===== src/rtl/wload_ctrl.sv =====
// Weight/bias load sequencer: steps kn/wa over the filter cores as stream words arrive, strobes writes.
// Latency: src_ready rises the cycle after a start edge; wr_en is combinational with the accepted beat.
// Backpressure: src_ready is held high for the whole load; the source throttles only by gapping src_valid.
module wload_ctrl #(
    parameter int F_NUM = 16,
    parameter int KN_W  = 4,
    parameter int WA_W  = 10
) (
    input  logic            clk,
    input  logic            reset,
    input  logic            wwrite,
    input  logic            bwrite,
    input  logic [WA_W-1:0] ks,
    input  logic [KN_W-1:0] od,
    input  logic            src_valid,
    input  logic            src_last,
    output logic            src_ready,
    output logic [KN_W-1:0] kn,
    output logic [WA_W-1:0] wa,
    output logic            wr_en,
    output logic            busy,
    output logic            done,
    output logic            err
);

    typedef enum logic [1:0] {IDLE, WLOAD, BLOAD, DONE} state_t;

    localparam logic [KN_W:0] OD_MAX = (KN_W+1)'(F_NUM - 1);

    state_t          state_q, state_d;
    logic [KN_W-1:0] kn_q, kn_d;
    logic [WA_W-1:0] wa_q, wa_d;
    logic [KN_W-1:0] od_s_q, od_s_d;
    logic [WA_W-1:0] ks_s_q, ks_s_d;
    logic            err_q, err_d;
    logic            wwrite_q, bwrite_q;
    logic            ww_rise, bw_rise, beat, mode_on, wa_wrap, kn_last;

    assign ww_rise   = wwrite & ~wwrite_q;
    assign bw_rise   = bwrite & ~bwrite_q;
    assign src_ready = (state_q == WLOAD) || (state_q == BLOAD);
    assign beat      = src_valid & src_ready;
    assign mode_on   = (state_q == WLOAD) ? wwrite : bwrite;
    // Bias loads use one word per filter, so every beat wraps the address.
    assign wa_wrap   = (state_q == BLOAD) || (wa_q == ks_s_q);
    assign kn_last   = (kn_q == od_s_q);

    assign wr_en = beat;
    assign kn    = kn_q;
    assign wa    = wa_q;
    assign busy  = (state_q != IDLE);
    assign done  = (state_q == DONE);
    assign err   = err_q;

    always_comb begin
        state_d = state_q;
        kn_d    = kn_q;
        wa_d    = wa_q;
        od_s_d  = od_s_q;
        ks_s_d  = ks_s_q;
        err_d   = err_q;
        case (state_q)
            IDLE: begin
                if (ww_rise || bw_rise) begin
                    state_d = ww_rise ? WLOAD : BLOAD;
                    kn_d    = '0;
                    wa_d    = '0;
                    err_d   = 1'b0;
                    ks_s_d  = ks;
                    od_s_d  = ({1'b0, od} > OD_MAX) ? OD_MAX[KN_W-1:0] : od;
                end
            end
            WLOAD, BLOAD: begin
                if (!mode_on) begin
                    // The beat accepted in this cycle has already been strobed out.
                    state_d = IDLE;
                    kn_d    = '0;
                    wa_d    = '0;
                end else if (beat) begin
                    if (src_last && !(wa_wrap && kn_last)) begin
                        state_d = DONE;
                        err_d   = 1'b1;
                    end else if (wa_wrap) begin
                        wa_d = '0;
                        if (kn_last) begin
                            state_d = DONE;
                            if (!src_last) err_d = 1'b1;
                        end else begin
                            kn_d = kn_q + 1'b1;
                        end
                    end else begin
                        wa_d = wa_q + 1'b1;
                    end
                end
            end
            DONE:    state_d = IDLE;
            default: state_d = IDLE;
        endcase
    end

    always_ff @(posedge clk) begin
        if (reset) begin
            state_q  <= IDLE;
            kn_q     <= '0;
            wa_q     <= '0;
            od_s_q   <= '0;
            ks_s_q   <= '0;
            err_q    <= 1'b0;
            wwrite_q <= 1'b0;
            bwrite_q <= 1'b0;
        end else begin
            state_q  <= state_d;
            kn_q     <= kn_d;
            wa_q     <= wa_d;
            od_s_q   <= od_s_d;
            ks_s_q   <= ks_s_d;
            err_q    <= err_d;
            wwrite_q <= wwrite;
            bwrite_q <= bwrite;
        end
    end

endmodule


===== config.mk =====
export PLATFORM = sky130hd
export DESIGN_NAME = wload_ctrl
export DESIGN_NICKNAME = d
export VERILOG_FILES = /design/src/rtl/wload_ctrl.sv
export SDC_FILE = /design/constraint.sdc
export NUM_CORES = 1
export LEC_CHECK = 0
export ABC_CLOCK_PERIOD_IN_PS = 2700
export BUFFER_PORTS_ARGS = -buffer_cell sky130_fd_sc_hd__buf_2
export CORE_ASPECT_RATIO = 0.7
export CORE_MARGIN = 1
export CORE_UTILIZATION = 54
export DETAILED_ROUTE_END_ITERATION = 6
export PLACE_DENSITY = 0.89
export SYNTH_ARGS = -nofsm -noshare
export SYNTH_HDL_FRONTEND = slang
export SYNTH_SLANG_ARGS = --single-unit

===== constraint.sdc =====
create_clock -name clk -period 2.7 [get_ports clk]
set_clock_uncertainty 0.05 [all_clocks]
set_input_delay 0.405 -clock clk [delete_from_list [all_inputs] [get_ports clk]]
set_output_delay 0.405 -clock clk [all_outputs]
set_load 0.03 [all_outputs]

== Word-level counts from Yosys, hierarchy flattened ==
Cells that the tools add are included.

* Word-level logic and storage cells: 77
* Register bits: 33

* Bitwise logic cells: 5
* Reductions and logical operators: 15
* Add/sub/neg operators: 2
* Muxes and demuxes: 30
* Equality and inequality tests: 17

{| class="wikitable"
|+ Operator list
! operator !! number
|-
| $mux W10 || 5
|-
| $mux W4 || 6
|-
| $ne A3 B3 Y1 const B || 7
|-
| $pmux W10 S2 || 1
|-
| $mux W2 || 7
|-
| $add A10 B1 Y10 const B || 1
|-
| $eq A10 B10 Y1 || 1
|-
| $mux W1 || 8
|-
| $ne A4 B4 Y1 const B || 2
|-
| $pmux W4 S2 || 1
|-
| $reduce_and A4 Y1 || 2
|-
| $reduce_and A7 Y1 || 1
|-
| $ne A2 B2 Y1 const B || 3
|-
| $pmux W2 S3 || 1
|-
| $reduce_and A6 Y1 || 1
|-
| $add A4 B1 Y4 const B || 1
|-
| $eq A2 B2 Y1 const B || 2
|-
| $eq A4 B4 Y1 || 1
|-
| $reduce_bool A2 Y1 || 2
|-
| $and A1 B1 Y1 || 3
|-
| $logic_or A1 B1 Y1 || 3
|-
| $eq A2 B1 Y1 const B || 1
|-
| $logic_and A1 B1 Y1 || 2
|-
| $logic_not A2 Y1 || 1
|-
| 5 further kinds || 6
|}

== Longest topological paths before layout ==
Gate-level depths: netlist (run 1).

* Depth after elaboration: 9
* Depth in mapped cells: 9

== Least setup slack after synthesis (run 1) ==
Ideal clock, no wire load.

* Kind: register to register
* Start: reg state_q[0]
* End: reg wa_q[4], in the netlist wa[4]
* Period minus slack after synthesis: 2366 ps
* Arrival time: 2257 ps
* Required time: 2590 ps
* Slack: 334 ps
* Path buffers: 1
* Stages on the path, launching flop included: 10
* Path through: dfxtp_1 > inv_1 > ha_1 > inv_1 > nor2_1 > nand4b_1 > or3_1 > buf_2 > or3b_1 > nand2_1

* Elaborated cells on any way between the ends: 21
* Classes of those cells: 5 x eq/ne; 6 x mux; 1 x bitwise; 9 x reduce/logical

{| class="wikitable"
|+ RTL lines
! item !! RTL line !! text
|-
| start, declared || 30 || <nowiki>state_t state_q, state_d;</nowiki>
|-
| start signal, assigned || 112 || <nowiki>state_q <= state_d;</nowiki>
|-
| $eq A2 B1 Y1 / $eq A2 B2 Y1 (equally long branches) || 41 || <nowiki>assign src_ready = (state_q == WLOAD) || (state_q == BLOAD);</nowiki>
|-
| $logic_or A1 B1 Y1 * || 41 ||
|-
| via src_ready || 17 || <nowiki>output logic src_ready,</nowiki>
|-
| $and A1 B1 Y1 * || 42 || <nowiki>assign beat = src_valid & src_ready;</nowiki>
|-
| $ne A3 B3 Y1 (no line) * || n/a ||
|-
| $reduce_and A4 Y1 (no line) * || n/a ||
|-
| end signal, assigned || 114 || <nowiki>wa_q <= wa_d;</nowiki>
|-
| end, declared || 32 || <nowiki>logic [WA_W-1:0] wa_q, wa_d;</nowiki>
|}

Mark *: on every way through the listed nets, which the timed path passes. The rest lies on a longest branch. The select of a mux whose other input is x is not followed.
A chain may end at the register's enable or synchronous reset.

== Worst setup path after layout (run 1) ==
* Start: reg state_q[1]
* End: reg wa_q[4], in the netlist wa[4]

* Cells in the longest elaborated chain, start to end: 7
* Elaborated cells on any way between the ends: 21
* Classes of those cells: 5 x eq/ne; 6 x mux; 1 x bitwise; 9 x reduce/logical

{| class="wikitable"
|+ RTL lines
! item !! RTL line !! text
|-
| $eq A2 B2 Y1 || 41, 45, 62 ||
|-
| $logic_or A1 B1 Y1 || 45 || <nowiki>assign wa_wrap = (state_q == BLOAD) || (wa_q == ks_s_q);</nowiki>
|-
| $mux W10 / $logic_and A1 B1 Y1 (equally long branches) || 83, 80 ||
|-
| $mux W10 / $logic_not A1 Y1 (equally long branches) || 80 || <nowiki>if (src_last && !(wa_wrap && kn_last)) begin</nowiki>
|-
| $mux W10 / $logic_and A1 B1 Y1 (equally long branches) || 79, 80 ||
|-
| $mux W10 / $ne A3 B3 Y1 (equally long branches) || n/a ||
|-
| $pmux W10 S2 / $reduce_and A4 Y1 (equally long branches) || n/a ||
|}

Parallel ways exist; a longest one is shown, timed or not. The select of a mux whose other input is x is not followed.

==> key figures, run 1 <==
Route
  • DR DRC count: 0
  • Drt pass-1 iters: 4
  • Post-DRT Antenna Nets: 0
  • Drt total wl: 4.11 mm
  • Vias/cell: 5.76
  • DR WL/cell: 14.2 um
  • Initial DRC count: 179
  • Routed via count: 1671

Worst setup path
  • Crit path kind: flop to flop
  • CP top delay family: simple AND/OR/NAND/NOR gates
  • Worst-path fanout max: 9
  • Slowest stage delay, CP: 0.48 ns
  • Crit-path slowest cell: or3_1
  • Crit-path most repeated cell: inv_1
  • Crit start category: flop
  • Crit path DAT: 2.57 ns
  • WP data required: 2.88 ns
  • CP Capture Type: flop
  • Cell breakdown of the critical path: inv_1 > ha_1 > inv_1 > nor2_1 > nand4b_1 > or3_1 > or3b_1 > nand2_1
  • Bufs and invs on worst path: 2

GRT
  • Initial antenna violation count: 0
  • Global route overflow: 0
  • First-pass GRT wire length: 6.78 mm
  • Vias in the first global route: 1526
  • Largest net degree at the start of global routing: 32
  • Tot GR Track Use: 0.248

Clock network
  • CTS tree: yes
  • Root Driver: clkbuf_8
  • H-tree levels: 2
  • CTS resizes: 0
  • Setup bufs post-CTS: 0
  • Number of clock sinks: 33
  • Hold-fix buffers at CTS: 0
  • Clock Latency Late Sink: 0.28 ns
  • Cts bufs inserted: 5
  • Bufs on Longest Clock Path: 2
  • Worst-path clk slew: 0.07 ns

Run status
  • Outcome: complete, no violations

Synth
  • Netlist cell types: 38
  • Yosys top cell by area: dfxtp_1
  • Post-Synthesis Cells: 210
  • Synthesized flop and latch total: 33
  • Ys Warns: 0
  • Post-Syn Area: 1810 sq um
  • Register area share after synthesis: 0.366
  • Synthesized Nets: 236
  • Syn Area/Cell: 8.60 sq um
  • Yosys top cell area share: 0.366
  • Synth area leaders: dfxtp_1 37%, mux2i_1 8.9%, xnor2_1 6.8%

Placement
  • Pre-CTS setup slack: 0.363 ns
  • Placed cell area: 2030 sq um
  • Detail Placement HPWL: 3.04 mm
  • Port Buffers: 38
  • Placer Congestion: 0.846

Floorplan
  • Die H: 50.4 um
  • DIE AREA: 3580 sq um
  • Core Area: 3170 sq um
  • Row cnt: 17
  • I/O Pins: 39
  • Initial core utilization: 0.570
  • Die width: 71.1 um

Final layout
  • Inserted Diodes: 0
  • Nets: 277
  • Layout cells sized above 1: 0.210
  • Fill count: 258
  • Layout area overhead: 17.4%
  • Fin area: 2120 sq um

Power
  • Pwr dens: 814 nW/um^2
  • Total chip power: 1.73 mW
  • Comb pwr share: 0.441
  • P_int: 1.02 mW
  • Switching share of total power: 0.412
  • Sw Pwr: 712 uW
  • Power share of the sequential group: 0.351
  • VDD IR max: 0.458 mV
  • P_leak: 0.951 nW
  • Clock share of power: 0.208

STA
  • RSZ-0062 raised after global routing: false
  • Fin crit period: 2.39 ns
  • Max_slew headroom: 0.581
  • Period utilization: 0.885
  • Fin. max-slew vios: 0
  • Final Setup Violations: 0
  • Total negative slack: 0 ns
  • Final Hold Fails: 0
  • Max Clk Rate: 418 MHz
  • Setup ws final: 0.310 ns
  • Worst-margin pin slew: 0.622 ns

Job
  • Max-cap violations: 0

Min path
  • Hold Crit Class: input port to flop
-- metrics by stage --
step           hold slack [ns]  instances   util
2_1_floorplan            0.435        210      -
3_3_place_gp             0.437        282  0.642
3_5_place_dp             0.425        282  0.642
4_1_cts                  0.291        290  0.669
5_1_grt                  0.301        290  0.669
6_report                 0.297        290  0.669
-- cell usage in the layout, fill, tap and decap left out, types with 3 or more instances in the layout --
cell type	instances
buf_2	38
dfxtp_1	33
nor2_1	29
mux2i_1	16
xnor2_1	14
o21ai_0	12
inv_1	9
and3_1	8
a21oi_1	8
nand2_1	8
nand2b_1	6
o21ai_1	6
ha_1	6
o31ai_1	5
a31oi_1	5
nand3_1	5
clkbuf_8	5
nor2b_1	4
nor3_1	3
nand4_1	3
or3_1	3
buf_4	3
-- per-layer routing --
metal  global-route usage  part of all wire  vias up
met3               0.0622             0.056        9
met5                    0                 0        -
li1                     -                 -      835
met2                0.381              0.44       47
met4                0.123             0.018        0
met1                0.326              0.49      780
-- kinds of logic after synthesis --
group | synth area share
muxes | 0.0886
adders and majority gates | 0.0416
xor gates and xnor gates | 0.0679
buffers and inverters | 0.0367
DFF | 0.366
AOI/OAI and AO/OA | 0.154
and+or+nand+nor | 0.246
-- worst min-delay path: stages --
cell	delay, ns
buf_2	0.07
mux2i_1	0.05
nor2_1	0.07
-- cells in the mapped netlist (all sizes together) --
master / count
and4: 1
o21ai: 18
a32oi: 1
nand2: 8
nand4: 5
a21oi: 8
and3: 8
or3: 3
nor3b: 1
o221ai: 1
o311ai: 2
xnor2: 14
a31oi: 5
inv: 9
nand4bb: 1
nor2b: 4
nand3: 5
dfxtp: 33
clkbuf: 4
o31ai: 6
or4: 2
nor3: 3
buf: 3
mux2i: 16
ha: 6
or3b: 1
nor4: 1
a21boi: 1
nand4b: 2
nand2b: 6
nor2: 29
a21o: 1
nand3b: 2
-- state kept, by name, indices dropped and copies added (netlist names) --
register and flops:
ks_s_q 10, od_s_q 4, bwrite_q 1, wa 10, kn 4, err 1
state_q 2, wwrite_q 1
-- path summary, 6_finish.rpt --
check	from	end	slack, ns	depth (start not counted)
setup / recovery	state_q[1]$_SDFFE_PP0P_	wa[4]$_SDFFE_PP0P_	0.31	8
hold / removal	od[1]	od_s_q[1]$_SDFFE_PP0P_	0.30	3
setup reg to reg	state_q[1]$_SDFFE_PP0P_	wa[4]$_SDFFE_PP0P_	0.31	8
hold reg to reg	err$_SDFFE_PP0P_	err$_SDFFE_PP0P_	0.47	2
-- final cells by class --
class | count | area (sq um) | area share
timing repair buffer | 41 | 213 | 0.100
sequential | 33 | 661 | 0.312
clock buffer | 5 | 68.8 | 0.0324
tap | 38 | 47.5 | 0.0224
clock inverter | 3 | 17.5 | 0.00826
multi-input combinational | 161 | 1080 | 0.509
inverter | 9 | 33.8 | 0.0159
-- power groups by stage --
stage / logic (mW) / registers [mW] / clock network (mW)
floorplan: 0.581 / 0.614 / 0
global route: 0.830 / 0.613 / 0.391
detailed placement: 0.748 / 0.616 / 0
CTS: 0.753 / 0.605 / 0.367
global placement: 0.730 / 0.611 / 0
finish: 0.761 / 0.606 / 0.360
Note: power is estimated with default switching activity, not from simulation.
==> run 2, diff against run 1 <==
Settings changed: MAX_ROUTING_LAYER set to met4.
==> run 2 against run 1 <==
Global-route usage is 0.70 points higher. Sequential cell count stayed put. Non-clock buffer count stayed put. Die area stayed put. Via count is 0.72% higher. Critical path depth stayed put. Fmax is 0.25% higher. Count of clock-buffer cells in the layout stayed put. Sequential share of layout area stayed put. First-iteration DRC count is 1.1% lower. Combinational power hardly changed. Routed wire length is 0.58% lower. Critical path type unchanged.
==> key figures, run 2 (same netlist as run 1, synthesis figures left out) <==
Power
  • Pwr dens: 813 nW/um^2 (-0.12%)
  • Switching share of total power: 0.411 (-0.000662)
  • Power share of the sequential group: 0.351 (about the same)
  • P_int: 1.02 mW (about the same)
  • Sw Pwr: 710 uW (-0.28%)
  • Clock share of power: 0.208 (about the same)
  • P_leak: 0.951 nW (unchanged)
  • Comb pwr share: 0.441 (about the same)
  • VDD IR max: 0.456 mV (-0.49%)

Placement
  • Detail Placement HPWL: 3.04 mm (unchanged)
  • Port Buffers: 38 (unchanged)
  • Placer Congestion: 0.860 (+1.6%)
  • Placed cells: 282 (unchanged)
  • Pre-CTS setup slack: 0.363 ns (unchanged)

GRT
  • First-pass GRT wire length: 6.78 mm (-0.10%)
  • Largest net degree at the start of global routing: 32 (unchanged)
  • Tot GR Track Use: 0.255 (+0.00704)
  • Global route overflow: 0 (unchanged)
  • Vias in the first global route: 1535 (+0.59%)
  • Initial antenna violation count: 0 (unchanged)

STA
  • Worst-margin pin slew: 0.609 ns (-0.0126 ns)
  • Final Setup Violations: 0 (unchanged)
  • Fin crit period: 2.38 ns (-0.00585 ns)
  • Max_slew headroom: 0.589 (+0.00850)
  • Setup ws final: 0.316 ns (+0.00585 ns)
  • RSZ-0062 raised after global routing: false
  • WHS: 0.296 ns (-0.00113 ns)
  • Period utilization: 0.883 (-0.00217)
  • Max Clk Rate: 419 MHz (+0.25%)
  • Final Hold Fails: 0 (unchanged)
  • Fin. max-slew vios: 0 (unchanged)
  • Total negative slack: 0 ns (unchanged)

Floorplan
  • Row cnt: 17 (unchanged)
  • Initial core utilization: 0.570 (unchanged)
  • Die H: 50.4 um (unchanged)
  • DIE AREA: 3580 sq um (unchanged)
  • Die width: 71.1 um (unchanged)
  • I/O Pins: 39 (unchanged)
  • Core Area: 3170 sq um (unchanged)

Final layout
  • Fill count: 258 (unchanged)
  • Nets: 277 (unchanged)
  • Layout cells sized above 1: 0.210 (unchanged)
  • Most frequent cells in the layout: 38 x buf_2, 33 x dfxtp_1, 29 x nor2_1
  • Finished Layout Cells: 290 (unchanged)
  • Most common cell after layout, fill and taps aside: buf_2
  • Layout area overhead: 17.4% (unchanged)
  • Inserted Diodes: 0 (unchanged)
  • Fin util: 0.669 (unchanged)

Route
  • Routed via count: 1683 (+0.72%)
  • Post-DRT Antenna Nets: 0 (unchanged)
  • Vias/cell: 5.80 (+0.72%)
  • Drt total wl: 4.08 mm (-0.58%)
  • Drt pass-1 iters: 4 (unchanged)
  • DR WL/cell: 14.1 um (-0.58%)
  • Initial DRC count: 177 (-1.1%)
  • DR DRC count: 0 (unchanged)

Clock network
  • Cts bufs inserted: 5 (unchanged)
  • Root Driver: clkbuf_8
  • Bufs on Longest Clock Path: 2 (unchanged)
  • CTS tree: yes
  • Setup bufs post-CTS: 0 (unchanged)
  • Worst-path clk slew: 0.07 ns (about the same)
  • Hold-fix buffers at CTS: 0 (unchanged)
  • Clock Latency Late Sink: 0.28 ns (about the same)
  • CTS resizes: 0 (unchanged)
  • H-tree levels: 2 (unchanged)
  • Number of clock sinks: 33 (unchanged)

Run status
  • Outcome: complete, no violations

Worst setup path
  • Slowest stage delay, CP: 0.48 ns (about the same)
  • Crit start category: flop
  • Bufs and invs on worst path: 2 (unchanged)
  • Reg2Reg Launch Point: state_q[1]$_SDFFE_PP0P_
  • Crit path DAT: 2.57 ns (about the same)
  • Crit-path slowest cell: or3_1
  • Crit-path most repeated cell: inv_1
  • CP startpoint: state_q[1]$_SDFFE_PP0P_
  • Cell breakdown of the critical path: inv_1 > ha_1 > inv_1 > nor2_1 > nand4b_1 > or3_1 > or3b_1 > nand2_1
  • Worst-path fanout max: 9 (unchanged)
  • CP top delay family: simple AND/OR/NAND/NOR gates
  • WP data required: 2.88 ns (about the same)
  • Crit path kind: flop to flop
  • CP Capture Type: flop

Min path
  • Hold Crit Class: input port to flop
  • Hold Crit Start: od[1]

Job
  • Max-cap violations: 0 (unchanged)
==> run 2: cell counts in the layout (fill, tap and decap cells not counted) <==
Identical to the previous run, type by type.
==> run 2: path summary, 6_finish.rpt <==
check,slack (ns),depth (start not counted),endpoint
setup reg to reg,0.32,8,wa[4]$_SDFFE_PP0P_
hold reg to reg,0.47,2,ks_s_q[5]$_SDFFE_PP0P_
hold / removal,0.30,3,od_s_q[1]$_SDFFE_PP0P_
setup / recovery,0.32,8,wa[4]$_SDFFE_PP0P_
==> run 2: cell type report <==
| type | count | area, sq um | area share |
|---|---|---|---|
| clock inverters | 3 | 17.5 | 0.00826 |
| inverters | 9 | 33.8 | 0.0159 |
| repair buffers | 41 | 213 | 0.100 |
| clock buffers | 5 | 68.8 | 0.0324 |
| flip-flops and latches | 33 | 661 | 0.312 |
| multi-input cells | 161 | 1080 | 0.509 |
| well taps | 38 | 47.5 | 0.0224 |
==> run 2: through the flow <==
step                      power (mW)  cell area, sq um
after CTS                       1.73              2120
final                           1.73              2120
after floorplan                 1.19              1810
after detailed placement        1.36              2030
after global placement          1.34              2030
after global routing            1.83              2120
==> run 2: power by group through the flow <==
| stage | registers, mW | logic [mW] | clock network [mW] |
|---|---|---|---|
| after floorplan | 0.614 | 0.581 | 0 |
| after global placement | 0.611 | 0.730 | 0 |
| after detailed placement | 0.616 | 0.748 | 0 |
| after CTS | 0.605 | 0.753 | 0.367 |
| after global routing | 0.613 | 0.830 | 0.391 |
| final | 0.605 | 0.760 | 0.359 |
==> run 2: metal layers <==
| layer | part of all wire | up-vias | GRT usage |
|---|---|---|---|
| met3 | 0.061 | 11 | 0.0622 |
| met2 | 0.44 | 56 | 0.380 |
| li1 | - | 838 | - |
| met5 | 0 | - | - |
| met4 | 0.023 | 0 | 0.123 |
| met1 | 0.47 | 778 | 0.327 |
==> run 2: worst register-to-register path: stages, from the launching register on <==
cell	delay, ns
dfxtp_1	0.41
inv_1	0.09
ha_1	0.35
inv_1	0.11
nor2_1	0.23
nand4b_1	0.15
or3_1	0.48
or3b_1	0.42
nand2_1	0.07
==> run 3, diff against run 2 <==
Settings changed: ABC_CLOCK_PERIOD_IN_PS 2700 to 2150, CORE_UTILIZATION 54 to 48, PLACE_DENSITY 0.89 to 0.85.
Clock period 2.7 ns to 2.15 ns, I/O delays scaled along.
==> run 3 against run 2 <==
Critical path depth is the same. Count of clock-buffer cells in the layout grew 2. Die area grew 12%. Design area grew 11%. Sequential share of layout area shrank 3.0 points. First-iteration DRC count grew 36%. Largest cell class unchanged. Largest power group unchanged.
==> key figures, run 3 (same netlist as run 1, synthesis figures left out) <==
Run status
  • Outcome: complete, no violations

Route
  • DR WL/cell: 15.1 um (+7.4%)
  • Drt pass-1 iters: 5 (+1)
  • Routed via count: 1811 (+7.6%)
  • DR DRC count: 0 (unchanged)
  • Post-DRT Antenna Nets: 0 (unchanged)
  • Vias/cell: 5.69 (-1.9%)
  • Drt total wl: 4.81 mm (+18%)
  • Initial DRC count: 240 (+36%)

Clock network
  • Bufs on Longest Clock Path: 2 (unchanged)
  • Worst-path clk slew: 0.07 ns (about the same)
  • Number of clock sinks: 33 (unchanged)
  • Cts bufs inserted: 5 (unchanged)
  • Root Driver: clkbuf_8
  • Clock Latency Late Sink: 0.28 ns (about the same)
  • H-tree levels: 2 (unchanged)
  • Hold-fix buffers at CTS: 0 (unchanged)
  • CTS tree: yes

GRT
  • Global route overflow: 0 (unchanged)
  • GR Util met1: 0.335 (+0.00819)
  • Met2 usage: 0.357 (-0.0227)
  • Largest net degree at the start of global routing: 20 (-38%)
  • Vias in the first global route: 1494 (-2.7%)
  • GR peak layer: met2
  • First-pass GRT wire length: 6.94 mm (+2.5%)
  • GRT met3 Usage: 0.0552 (-0.00701)
  • Tot GR Track Use: 0.243 (-0.0122)
  • Initial antenna violation count: 0 (unchanged)

Placement
  • Port Buffers: 38 (unchanged)
  • Placed cells: 306 (+8.5%)
  • Placer Congestion: 0.867 (+0.88%)
  • Detail Placement HPWL: 3.29 mm (+8.2%)

Worst setup path
  • Worst-path fanout max: 8 (-1)
  • Crit path DAT: 2.24 ns (-0.33 ns)
  • Crit path kind: flop to flop
  • CP Capture Type: flop
  • Crit-path slowest cell: or3_4
  • Slowest stage delay, CP: 0.38 ns (-0.10 ns)
  • Cell breakdown of the critical path: inv_1 > ha_2 > mux2i_4 > nor2_4 > nand4b_1 > or3_4 > buf_4 > o31ai_1
  • Crit start category: flop
  • WP data required: 2.27 ns (-0.61 ns)

Final layout
  • Most common cell after layout, fill and taps aside: buf_2
  • Layout area overhead: 30.3%
  • Most frequent cells in the layout: 38 x buf_2, 31 x dfxtp_1, 28 x nor2_1
  • Nets: 293 (+5.8%)
  • Layout cells sized above 1: 0.299 (+0.0882)
  • Finished Layout Cells: 318 (+9.7%)
  • Inserted Diodes: 0 (unchanged)
  • Fin util: 0.661 (-0.00777)

Power
  • Pwr dens: 1080 nW/um^2 (+33%)
  • VDD IR max: 0.526 mV (+15%)
  • P_leak: 1.05 nW (+11%)

Floorplan
  • I/O Pins: 39 (unchanged)
  • Die H: 53.3 um (+5.8%)
  • DIE AREA: 4020 sq um (+12%)
  • Initial core utilization: 0.508 (-0.0623)
  • Core Area: 3560 sq um (+12%)
  • Die width: 75.3 um (+5.9%)
  • Row cnt: 18 (+1)

STA
  • Fin crit period: 2.13 ns (-0.257 ns)
  • Final Setup Violations: 0 (unchanged)
  • Max_slew headroom: 0.554 (-0.0357)
  • Fin. max-slew vios: 0 (unchanged)
  • WHS: 0.222 ns (-0.0742 ns)
  • Max Clk Rate: 470 MHz (+12%)
  • Period utilization: 0.989 (+0.106)
  • Worst-margin pin slew: 0.664 ns (+0.0543 ns)
  • Final Hold Fails: 0 (unchanged)

Min path
  • Hold Crit Class: input port to flop

Job
  • Max-cap violations: 0 (unchanged)
[run 3: changes by cell type in the layout (fill, tap and decap cells not counted), moves of 2 or more]
cell      change
buf_4        +16
ha_1          -2
dfxtp_2       +2
dfxtp_1       -2
clkinv_2      -2
a31oi_2       +2
a31oi_1       -2
[run 3: cell type report]
cell class	count	area (sq um)
inverters	9	33.8
multi-input cells	161	1140
well taps	50	62.6
flip-flops and latches	33	663
clock inverters	1	30.0
fillers	304	1200
repair buffers	57	333
clock buffers	7	86.3
[run 3: routing by layer]
| metal | vias up | wire length (um) | share of wire |
|---|---|---|---|
| li1 | 864 | - | - |
| met4 | 0 | 97 | 0.020 |
| met2 | 99 | 2130 | 0.44 |
| met1 | 836 | 2120 | 0.44 |
| met5 | - | 0 | 0 |
| met3 | 12 | 453 | 0.094 |
[run 3: what timing repair did]
item,in CTS,in global routing
setup buffers,1,3
hold endpoints to repair,0,0
resized for setup,1,12
pin swaps,1,3
setup endpoints to repair,8,13
[run 3: worst paths after layout]
path / endpoint / slack [ns] / start / depth (start not counted)
max: wa[8]$_SDFFE_PP0P_ / 0.02 / state_q[1]$_SDFFE_PP0P_ / 8
max reg2reg: wa[8]$_SDFFE_PP0P_ / 0.02 / state_q[1]$_SDFFE_PP0P_ / 8
min: od_s_q[3]$_SDFFE_PP0P_ / 0.22 / od[3] / 3
min reg2reg: err$_SDFFE_PP0P_ / 0.45 / err$_SDFFE_PP0P_ / 2
[run 3: where the power goes]
part | total [mW] | leakage (nW) | switching, mW | internal [mW]
Sequential | 0.756 | 0.270 | 0.0615 | 0.695
Clock | 0.608 | 0.0585 | 0.230 | 0.378
Combinational | 1.18 | 0.726 | 0.699 | 0.483
[run 3: through the flow]
stage	setup WS, ns	TNS [ns]	total power, mW	area [sq um]
finish	0.0227	0	2.55	2350
global route	-0.110	-0.322	2.68	2350
CTS	0.00172	0	2.40	2280
detailed placement	-0.180	-0.995	1.78	2150
global placement	-0.0456	-0.155	1.75	2150
floorplan	0.0146	0	1.54	1820
[run 3: worst max-delay path: cells and delay by family, from the launching register on]
family                   cells  cell delay (ns)
AND/OR/NAND/NOR              3             0.69
AO/OA/AOI/OAI                1             0.26
buffers and inverters        2             0.26
multiplexers                 1             0.21
flip-flops                   1             0.34
adder cells (fa/ha/maj)      1             0.20
